**src/rtl/rvscc_fetch_pkg.sv**
```systemverilog
// Shared types and constants for the RV32I instruction fetch front end.
package rvscc_fetch_pkg;

  localparam logic [31:0] RESET_PC_DEFAULT = 32'h0000_0000;
  localparam logic [31:0] NOP_INSTR        = 32'h0000_0013;

  typedef struct packed {
    logic [31:0] instr;
    logic [31:0] pc;
  } fetch_entry_t;

endpackage

```
**src/rtl/fetch_fifo.sv**
```systemverilog
// Small synchronous FIFO with flush; DEPTH is a power of two so pointers wrap naturally.
module fetch_fifo #(
  parameter int  DEPTH = 2,
  parameter type T     = logic [31:0]
) (
  input  logic                     clk,
  input  logic                     rst_n,
  input  logic                     flush,
  input  logic                     push,
  input  T                         wdata,
  input  logic                     pop,
  output T                         rdata,
  output logic                     full,
  output logic                     empty,
  output logic [$clog2(DEPTH):0]   count
);
  localparam int AW = $clog2(DEPTH);
  localparam int CW = AW + 1;

  T               mem [DEPTH];
  logic [AW-1:0]  wptr, rptr;
  logic           push_ok, pop_ok;

  assign empty   = (count == '0);
  assign full    = (count == CW'(DEPTH));
  assign pop_ok  = pop && !empty;
  assign push_ok = push && (!full || pop_ok);
  assign rdata   = mem[rptr];

  always_ff @(posedge clk or negedge rst_n) begin
    if (!rst_n) begin
      wptr  <= '0;
      rptr  <= '0;
      count <= '0;
    end else if (flush) begin
      wptr  <= '0;
      rptr  <= '0;
      count <= '0;
    end else begin
      if (push_ok) wptr <= wptr + AW'(1);
      if (pop_ok)  rptr <= rptr + AW'(1);
      count <= count + CW'(push_ok) - CW'(pop_ok);
    end
  end

  // Payload storage needs no reset; validity is tracked by count.
  always_ff @(posedge clk) begin
    if (push_ok && !flush) mem[wptr] <= wdata;
  end

endmodule

```
**src/rtl/instr_fetch.sv**
```systemverilog
// RV32I fetch stage: PC owner, credit-limited imem requests, response buffer and
// valid/ready hand-off to decode, with full flush on redirect.
module instr_fetch
  import rvscc_fetch_pkg::*;
#(
  parameter logic [31:0] RESET_PC   = RESET_PC_DEFAULT,
  parameter int          FIFO_DEPTH = 2
) (
  input  logic        clk,
  input  logic        rst_n,
  output logic        imem_req_valid,
  input  logic        imem_req_ready,
  output logic [31:0] imem_req_addr,
  input  logic        imem_rsp_valid,
  input  logic [31:0] imem_rsp_data,
  input  logic        redirect_valid,
  input  logic [31:0] redirect_pc,
  output logic        id_valid,
  input  logic        id_ready,
  output logic [31:0] id_instr,
  output logic [31:0] id_pc,
  output logic [31:0] id_pc_plus4
);
  localparam int CW = $clog2(FIFO_DEPTH) + 1;

  logic [31:0]   pc_q, resp_pc_q, redir_tgt;
  logic [CW-1:0] outstanding_q, discard_q, out_nxt, fifo_count;
  logic [CW:0]   credit;
  logic          req_fire, rsp_ok, push, pop, fifo_full, fifo_empty;
  fetch_entry_t  wentry, head;

  assign redir_tgt = {redirect_pc[31:2], 2'b00};
  assign pop       = id_valid && id_ready;

  // A same-cycle pop frees its slot at the edge, before any new response can land,
  // so it is credited immediately to sustain one fetch per cycle.
  assign credit         = {1'b0, outstanding_q} + {1'b0, fifo_count} - {{CW{1'b0}}, pop};
  assign imem_req_valid = rst_n && !redirect_valid && (credit < (CW+1)'(FIFO_DEPTH));
  assign imem_req_addr  = pc_q;
  assign req_fire       = imem_req_valid && imem_req_ready;

  assign rsp_ok  = imem_rsp_valid && (outstanding_q != '0);
  assign push    = rsp_ok && (discard_q == '0) && !redirect_valid;
  assign out_nxt = outstanding_q + {{CW-1{1'b0}}, req_fire} - {{CW-1{1'b0}}, rsp_ok};
  assign wentry  = '{instr: imem_rsp_data, pc: resp_pc_q};

  always_ff @(posedge clk or negedge rst_n) begin
    if (!rst_n) begin
      pc_q          <= RESET_PC;
      resp_pc_q     <= RESET_PC;
      outstanding_q <= '0;
      discard_q     <= '0;
    end else begin
      outstanding_q <= out_nxt;
      if (redirect_valid) begin
        // Everything still in flight after this cycle belongs to the old path.
        pc_q      <= redir_tgt;
        resp_pc_q <= redir_tgt;
        discard_q <= out_nxt;
      end else begin
        if (req_fire) pc_q <= pc_q + 32'd4;
        if (push)     resp_pc_q <= resp_pc_q + 32'd4;
        if (rsp_ok && discard_q != '0) discard_q <= discard_q - CW'(1);
      end
    end
  end

  fetch_fifo #(.DEPTH(FIFO_DEPTH), .T(fetch_entry_t)) u_fifo (
    .clk   (clk),
    .rst_n (rst_n),
    .flush (redirect_valid),
    .push  (push),
    .wdata (wentry),
    .pop   (pop),
    .rdata (head),
    .full  (fifo_full),
    .empty (fifo_empty),
    .count (fifo_count)
  );

  assign id_valid    = !fifo_empty;
  assign id_instr    = id_valid ? head.instr        : '0;
  assign id_pc       = id_valid ? head.pc           : '0;
  assign id_pc_plus4 = id_valid ? head.pc + 32'd4   : '0;

  a_rsp_credit: assert property (@(posedge clk) disable iff (!rst_n)
    imem_rsp_valid |-> outstanding_q != '0);
  a_no_overflow: assert property (@(posedge clk) disable iff (!rst_n)
    push |-> (!fifo_full || pop));

endmodule

```
**config.mk**
```make
export PLATFORM = sky130hd
export DESIGN_NAME = instr_fetch
export DESIGN_NICKNAME = d
export VERILOG_FILES = /design/src/rtl/rvscc_fetch_pkg.sv /design/src/rtl/fetch_fifo.sv /design/src/rtl/instr_fetch.sv
export SDC_FILE = /design/constraint.sdc
export NUM_CORES = 1
export LEC_CHECK = 0
export ABC_AREA = 1
export BUFFER_PORTS_ARGS = -buffer_cell sky130_fd_sc_hd__buf_2
export CORE_MARGIN = 3
export CORE_UTILIZATION = 51
export CTS_CLUSTER_DIAMETER = 30
export CTS_CLUSTER_SIZE = 30
export DETAILED_ROUTE_END_ITERATION = 12
export PLACE_DENSITY = 0.86
export SYNTH_ARGS = -nofsm -noshare
export SYNTH_HDL_FRONTEND = slang
export SYNTH_SLANG_ARGS = --single-unit
```
**constraint.sdc**
```tcl
create_clock -name clk -period 3.95 [get_ports clk]
set_input_delay 0.79 -clock clk [delete_from_list [all_inputs] [get_ports clk]]
set_output_delay 0.79 -clock clk [all_outputs]
set_load 0.02 [all_outputs]
```
Word-level counts from Yosys, hierarchy flattened
Memories as Yosys holds them, arrays and structs flattened.
Index checks and enable logic that the tools add are counted.
{ "word_totals": {"mem_count": 1, "ramBits": 128, "register_bits": 72, "word_cells": 62, "out_inout_bits": 130, "inputBits": 70} }
{ "classes": {"magnitude_cmp": 1, "muxes": 16, "eq_ne": 1, "add_sub_neg": 12, "reduce_logical": 24} }
{ "mem_list": {"columns": ["name", "words", "width", "read_ports", "rd_clocked_by_memory_dff", "write_ports", "line_no", "text"], "rows": [
  ["u_fifo.mem", 2, 64, 1, 0, 1, "fetch_fifo.sv:20", "T mem [DEPTH];"]
]} }
{ "ops": {"columns": ["cell", "count"], "rows": [
  ["32-bit two-way mux", 7],
  ["32-bit by 3-bit adder with 32-bit output, second input constant", 3],
  ["2-bit nonzero test", 7],
  ["1-bit logical AND", 11],
  ["1-bit two-way mux", 6],
  ["2-bit two-way mux", 3],
  ["2-bit by 1-bit adder with 2-bit output", 2],
  ["2-bit logical NOT", 2],
  ["2-bit by 1-bit subtractor with 2-bit output", 2],
  ["2-bit by 2-bit adder with 3-bit output", 1],
  ["1-bit logical NOT", 3],
  ["3-bit by 2-bit less-than comparator with 1-bit output, second input constant", 1],
  ["3-bit by 1-bit subtractor with 3-bit output", 1],
  ["1-bit adder, second input constant", 2],
  ["2-bit == test, second input constant", 1],
  ["2-bit by 1-bit subtractor with 2-bit output, second input constant", 1],
  ["1-bit logical OR", 1]
]} }

Longest topological paths before layout
Gate-level depths: netlist of the first run.
{ "logic_depth": {"ltp_word": 10, "depth_mapped": 17, "mapped_depth_nobuf": 16} }

Hierarchy
From an unflattened synthesis of the first run, not the netlist that was laid out.
{ "hier_totals": {"hier_cells": 1398, "hier_area_um2": 11000.6} }
{ "modules_own_cells": {"columns": ["module", "n_inst", "seq_area_each_um2", "cells_each", "area_per_inst_um2"], "rows": [
  ["instr_fetch", 1, 1601.5, 1025, 6073.3],
  ["fetch_fifo", 1, 3943.8, 373, 4927.2]
]} }

Worst setup path after synthesis of the first run
No wires, ideal clock.
{ "synth_timing": {"path_type": "in2reg", "startpoint": "input port imem_rsp_valid", "endpoint": "memory u_fifo.mem[0][10] (netlist name) (enable)", "path_buffers": 0, "setup_slack_ns": -0.499, "setup_ns": 0.482, "required_time_ns": 3.468, "arrival_ns": 3.967, "stages": 6, "path_cell_list": "o21ai_1 -> inv_1 -> nand2_1 -> nor2_2 -> o31ai_1 -> nor2_1"} }
{ "synth_via": {"elab_chain_cells": 7} }
{ "synth_rtl": {"columns": ["element", "line_no", "text"], "rows": [
  ["from (decl)", "instr_fetch.sv:14", "input logic imem_rsp_valid,"],
  ["1-bit logical AND", "instr_fetch.sv:42", "assign rsp_ok = imem_rsp_valid && (outstanding_q != '0);"],
  ["1-bit logical AND (2 in series)", "instr_fetch.sv:43", "assign push = rsp_ok && (discard_q == '0) && !redirect_valid;"],
  ["1-bit logical AND", "fetch_fifo.sv:27", "assign push_ok = push && (!full || pop_ok);"],
  ["1-bit logical AND", "fetch_fifo.sv:48", "if (push_ok && !flush) mem[wptr] <= wdata;"],
  ["1-bit two-way mux", "fetch_fifo.sv:48", null],
  ["1-bit two-way mux (not written as such)", "fetch_fifo.sv:48", null],
  ["to (decl)", "fetch_fifo.sv:20", null]
]} }
No other way between the ends.

Worst setup path after layout of the first run
{ "layout_timing": {"startpoint": "register u_fifo.rptr", "endpoint": "output port id_pc_plus4[31]"} }
{ "layout_via": {"elab_chain_cells": 3} }
{ "layout_rtl": {"columns": ["element", "line_no", "text"], "rows": [
  ["from (decl)", "fetch_fifo.sv:21", "logic [AW-1:0] wptr, rptr;"],
  ["from (signal assigned)", "fetch_fifo.sv:41", "if (pop_ok) rptr <= rptr + AW'(1);"],
  ["memory read 2 x 64 bit", null, null],
  ["32-bit by 3-bit adder with 32-bit output", "instr_fetch.sv:84", "assign id_pc_plus4 = id_valid ? head.pc + 32'd4 : '0;"],
  ["32-bit two-way mux", "instr_fetch.sv:84", null],
  ["to (decl)", "instr_fetch.sv:22", "output logic [31:0] id_pc_plus4"]
]} }
No other way between the ends.

==> results of run 1 <==
## final timing paths
check                           slack [ns]           endpoint            start
max in group asynchronous             2.61        u_fifo.rptr            rst_n
worst min register to register        0.52  u_fifo.mem[1][31]    resp_pc_q[31]
worst max-delay path                  0.33    id_pc_plus4[31]      u_fifo.rptr
min in group clk                      0.52  u_fifo.mem[1][31]    resp_pc_q[31]
worst max register to register        0.78       discard_q[1]  u_fifo.count[1]
worst min-delay path                  0.32  imem_req_addr[26]            rst_n
## critical path: stages, from the launching register on
cell      delay [ns]
dfrtp_4         0.79
clkinv_8        0.37
nand2_2         0.18
nand2_4         0.08
nor2_1          0.11
nand3_1         0.16
nor2_2          0.23
nand2_1         0.08
nand2_1         0.06
nand2_1         0.07
nor2_1          0.08
buf_2           0.17
## cells in the mapped netlist (7+ instances only)
cell / instances / share of area [%]
a21oi_1: 68 / 3.2
buf_1: 8 / 0.28
buf_2: 7 / 0.33
buf_4: 7 / 0.49
clkbuf_1: 15 / 0.53
dfrtp_1: 68 / 16
edfxtp_1: 124 / 35
ha_1: 10 / 1.2
inv_1: 139 / 4.9
inv_2: 9 / 0.32
nand2_1: 418 / 15
nand2_2: 28 / 1.6
nand3_1: 79 / 3.7
nand4_1: 15 / 0.88
nor2_1: 146 / 5.1
nor2_2: 15 / 0.88
nor3_1: 16 / 0.75
o211ai_1: 16 / 1.1
o21ai_0: 37 / 1.7
o21ai_1: 7 / 0.33
xnor2_1: 10 / 0.82
xor2_1: 21 / 1.7
## metal layers
layer / up-vias / wire [um]
li1: 4611 / -
met1: 4298 / 11230
met5: - / 0
met4: 0 / 542
met2: 442 / 12660
met3: 43 / 2272
## flip-flops by register name, summed over array words and instances (netlist names)
register,cells
u_fifo.count,2
outstanding_q,2
u_fifo.mem,124
u_fifo.rptr,1
imem_req_addr,30
u_fifo.wptr,1
resp_pc_q,30
discard_q,2
## kinds of logic after synthesis
group	Yosys count	share of synthesized area (%)
compound gates	145	7.571
xor+xnor	31	2.547
fa+ha+maj	11	1.362
buf+inv	194	7.794
flops	192	50.90
mux	1	0.09391
other cells	1	0.03518
simple gates	739	29.70
## what timing repair did
action	CTS	global route
buffers inserted	0	0
endpoints found under the setup margin	0	18
resized for setup	0	2
## layout make-up
| type | count | area (um^2) |
|---|---|---|
| clock inverter | 15 | 226.5 |
| clock buffer | 17 | 425.4 |
| antenna | 1 | 2.502 |
| multi-input combinational | 933 | 4442 |
| timing repair buffer | 204 | 1091 |
| tap | 270 | 337.8 |
| sequential | 192 | 5429 |
| fill | 1711 | 7835 |
| inverter | 150 | 575.6 |
## report_power, final
group / switching [mW] / internal (mW)
clock: 0.905 / 0.900
combinational: 2.19 / 0.944
sequential: 0.328 / 2.43
total: 3.42 / 4.27
==> flow_summary_export.csv, run 1 <==
group,metric,value,unit
route,drt-initial-drc-count,736,
worst_setup_path,critical_path_class,"flip-flop to output pin",
worst_setup_path,crit_fanout,63,
route,vias,9394,
grt,grt_max_degree,79,
sta,setup_slack,0.3265,ns
floorplan,ios,200,
route,routed_wirelength,26700,um
synthesis,async_flop_share,35.42,%
grt,grt_pass1_vias,8467,
route,dr.pass1.iters,7,
pwr,power_density,614.3,mW/mm^2
sta,rsz0062_at_grt,"no",
place,dp_hpwl,19490,um
grt,grt_pass1_wl,41540,um
sta,period_minus_slack,3.623,ns
grt,grt_usage,23.34,%
floorplan,start_util,52.34,%
synthesis,ys_ff_latch,192,
cells_and_area,final_cells,1782,
run_status,status,"finished, final reports clean",
min_path,worstHoldPathType,"primary input to async pin",
sta,drv_slew,0,
synthesis,seq_area_frac_synth,50.90,%
clocking,cts_max_level,4,
place,dp.cells,1749,
cells_and_area,drive_above_1_share,20.45,%
cells_and_area,final_common_cell,"nand2_1",
place,pre_cts_ws,0.4273,ns
synthesis,syn_inst,1314,
clocking,hold_buffers,0,
route,wire_per_inst,14.98,um
grt,gr-total-overflow,0,
sta,skew,0.01441,ns
sta,setup_tns,0,ns
pwr,ir_worst_vdd,0.0004407,V
synthesis,synth-edff-count,124,
run,cap_violations,0,
cells_and_area,nets,1579,
synthesis,avgSynthCellArea,8.112,um^2
clocking,cts_tree,"done",
synthesis,synth_cell_types,44,
floorplan,die_h,150.6,um
grt,grt.met3_usage,4.094,%
route,antenna_left,0,
clocking,cts_root_buf,"clkbuf_16",
clocking,numCtsBuffers,17,
cells_and_area,fin_area,0.01253,mm^2
pwr,power.total,7.697,mW
floorplan,die-area,0.02267,mm^2
worst_setup_path,start_kind,"flip-flop",
place,finalWeightedCongestion,0.9470,
route,drc_errors,0,
synthesis,syn_area,0.01066,mm^2
cells_and_area,fin_util,61.53,%
synthesis,ys.warnings.count,0,
place,place_area,0.01187,mm^2
grt,antenna_found_initial,1,
sta,max_freq,276.0,MHz
grt,grtUsageMet2,39.07,%
cells_and_area,mostFrequentLayoutCells,"nand2_1 (418), buf_2 (191), nor2_1 (144)",
clocking,cts_sinks,192,
worst_setup_path,critPathArrivalTime,2.83,ns
worst_setup_path,reg2regPathDepth,16,
synthesis,synth-main-ff-cell,"edfxtp_1",
place,port-buffer-count,191,
sta,worst_slew_pin_slew,0.9319,ns
route,routed_via_density,5.272,
pwr,leakage,5.741,nW
floorplan,core-area,0.02036,mm^2
sta,final-setup-viol-count,0,
cells_and_area,syn2layout_area_growth,17.55,%
sta,holdWs,0.3166,ns
worst_setup_path,worstPathRequired,3.16,ns
floorplan,rows,52,
sta,slew_headroom,37.34,%
sta,min_period_over_period,91.73,%
grt,top_usage_layer,"met2",
floorplan,fp.dieW,150.6,um
clocking,clk_pin_slew_worst_paths,0.08,ns
clocking,clockBufferDepth,2,
worst_setup_path,cp-end-kind,"output pin",
clocking,clock_latency,0.44,ns
sta,final_hold_viol_count,0,
grt,grt_use_met1,31.18,%
(Power assumes the default switching activity.)
==> run 2: changes to the inputs <==
--- a/config.mk
+++ b/config.mk
@@ -7,12 +7,13 @@
 export LEC_CHECK = 0
 export ABC_AREA = 1
 export BUFFER_PORTS_ARGS = -buffer_cell sky130_fd_sc_hd__buf_2
+export CORE_ASPECT_RATIO = 1.2
 export CORE_MARGIN = 3
-export CORE_UTILIZATION = 51
+export CORE_UTILIZATION = 30
 export CTS_CLUSTER_DIAMETER = 30
 export CTS_CLUSTER_SIZE = 30
 export DETAILED_ROUTE_END_ITERATION = 12
-export PLACE_DENSITY = 0.86
+export PLACE_DENSITY = 0.59
 export SYNTH_ARGS = -nofsm -noshare
 export SYNTH_HDL_FRONTEND = slang
 export SYNTH_SLANG_ARGS = --single-unit
==> run 2 against run 1 <==
Compared with the run above: clock-buffer cell count stayed put; routed wire length up 10%; clock skew up 0.0023 ns; sequential share of layout area decreased by 0.57 points; register-to-register slack gained 0.05 ns; critical path type unchanged; largest power group unchanged.
==> flow_summary_export.csv, run 2 (same netlist as run 1, synthesis figures left out) <==
group,metric,value,unit
run_status,status,"finished, final reports clean",
clocking,cts_tree,"done",
clocking,ctsResizeCount,0,
clocking,cts_sinks,192,
sta,rsz0062_at_grt,"no",
cells_and_area,fin_area,0.01269,mm^2
clocking,numCtsBuffers,17,
cells_and_area,drive_above_1_share,20.37,%
floorplan,ios,200,
sta,skew,0.01668,ns
sta,final-setup-viol-count,0,
place,port-buffer-count,191,
route,routed_wirelength,29480,um
cells_and_area,largest_register_ffs,124,
worst_setup_path,start_kind,"flip-flop",
sta,worst_slew_pin_slew,0.9529,ns
route,drc_errors,0,
run,cap_violations,0,
grt,grt_max_degree,68,
worst_setup_path,crit_fanout,63,
cells_and_area,regArea,0.005426,mm^2
pwr,leakage,5.703,nW
floorplan,die-area,0.03784,mm^2
floorplan,fp.dieW,178.1,um
grt,gr-total-overflow,0,
worst_setup_path,critical_path_class,"flip-flop to output pin",
route,dr.pass1.iters,4,
place,place_area,0.01210,mm^2
clocking,clock_latency,0.43,ns
route,drt-initial-drc-count,563,
pwr,power.total,7.641,mW
grt,grt_pass1_wl,46450,um
cells_and_area,syn2layout_area_growth,19.05,%
sta,final_hold_viol_count,0,
worst_setup_path,cp-end-kind,"output pin",
clocking,clk_pin_slew_worst_paths,0.08,ns
worst_setup_path,worstPathRequired,3.16,ns
route,wire_per_inst,14.90,um
place,dp_hpwl,21920,um
floorplan,core-area,0.03500,mm^2
place,finalWeightedCongestion,0.9260,
route,routed_via_density,4.654,
pwr,ir_worst_vdd,0.0002708,V
floorplan,start_util,30.45,%
floorplan,rows,75,
cells_and_area,multi_input_area,0.004442,mm^2
sta,min_period_over_period,87.75,%
cells_and_area,fin_util,36.25,%
sta,period_minus_slack,3.466,ns
floorplan,die_h,212.5,um
clocking,post_cts_buffers,0,
sta,slew_headroom,35.93,%
grt,grt_usage,15.61,%
clocking,hold_buffers,0,
grt,antenna_found_initial,4,
min_path,worstHoldPathType,"primary input to async pin",
sta,drv_slew,0,
route,vias,9205,
clocking,cts_max_level,4,
clocking,cts_root_buf,"clkbuf_16",
cells_and_area,final_cells,1978,
pwr,power_density,602.1,mW/mm^2
clocking,clockBufferDepth,2,
route,antenna_left,0,
cells_and_area,final_common_cell,"nand2_1",
grt,grt_pass1_vias,8771,
cells_and_area,nets,1580,
cells_and_area,mostFrequentLayoutCells,"nand2_1 (418), buf_2 (191), nor2_1 (144)",
worst_setup_path,critPathArrivalTime,2.68,ns
sta,max_freq,288.5,MHz
cells_and_area,fill_cells,3633,
place,dp.cells,1942,
cells_and_area,regMostFlops,"u_fifo.mem",
sta,holdWs,0.1610,ns
## run 2: final cells by class
class	count	area share [%]
sequential	192	42.76
multi-input combinational	933	35.00
timing repair buffer	205	8.558
tap	462	4.555
inverter	150	4.496
clock buffer	17	3.352
clock inverter	15	1.193
antenna	4	0.07888
## run 2: worst paths after layout
check | slack, ns | to | startpoint | cells after the start
worst max-delay path | 0.48 | id_pc_plus4[27] | u_fifo.rptr | 11
worst min-delay path | 0.16 | imem_req_addr[10] | rst_n | 1
worst max register to register | 0.83 | imem_req_addr[13] | u_fifo.count[1] | 15
min in group clk | 0.52 | u_fifo.mem[0][31] | resp_pc_q[31] | 0
max in group asynchronous | 2.62 | u_fifo.rptr | rst_n | 2
worst min register to register | 0.52 | u_fifo.mem[0][31] | resp_pc_q[31] | 0
## run 2: stage by stage
| step | worst slack (ns) | setup TNS [ns] |
|---|---|---|
| 3_3_place_gp | 0.4822 | 0 |
| 6_report | 0.4839 | 0 |
| 2_1_floorplan | -0.4990 | -61.88 |
| 5_1_grt | 0.1801 | 0 |
| 4_1_cts | 0.3641 | 0 |
| 3_5_place_dp | 0.3787 | 0 |
## run 2: worst max-delay path, cell delays in order (launching register included)
cell and delay (ns):
dfrtp_2 0.55, inv_8 0.35, nand2_1 0.09, nand2_1 0.15, nand2_1 0.08, nor2_2 0.26, nand3_1 0.16, nor2_1 0.23
nand3_1 0.10, nand2_1 0.09, inv_1 0.04, buf_2 0.15
## run 2: metal layers
layer	global-route usage, %	share of wire, %	up-vias
met5	0	0	-
met4	6.529	3.1	0
met3	2.697	5.4	50
met2	25.65	48	275
met1	20.33	43	4277
li1	-	-	4603
## run 2: report_power, final
group | internal, mW | switching, mW | leakage, nW
Sequential | 2.43 | 0.291 | 1.95
Combinational | 0.962 | 2.27 | 3.48
Clock | 0.890 | 0.803 | 0.273
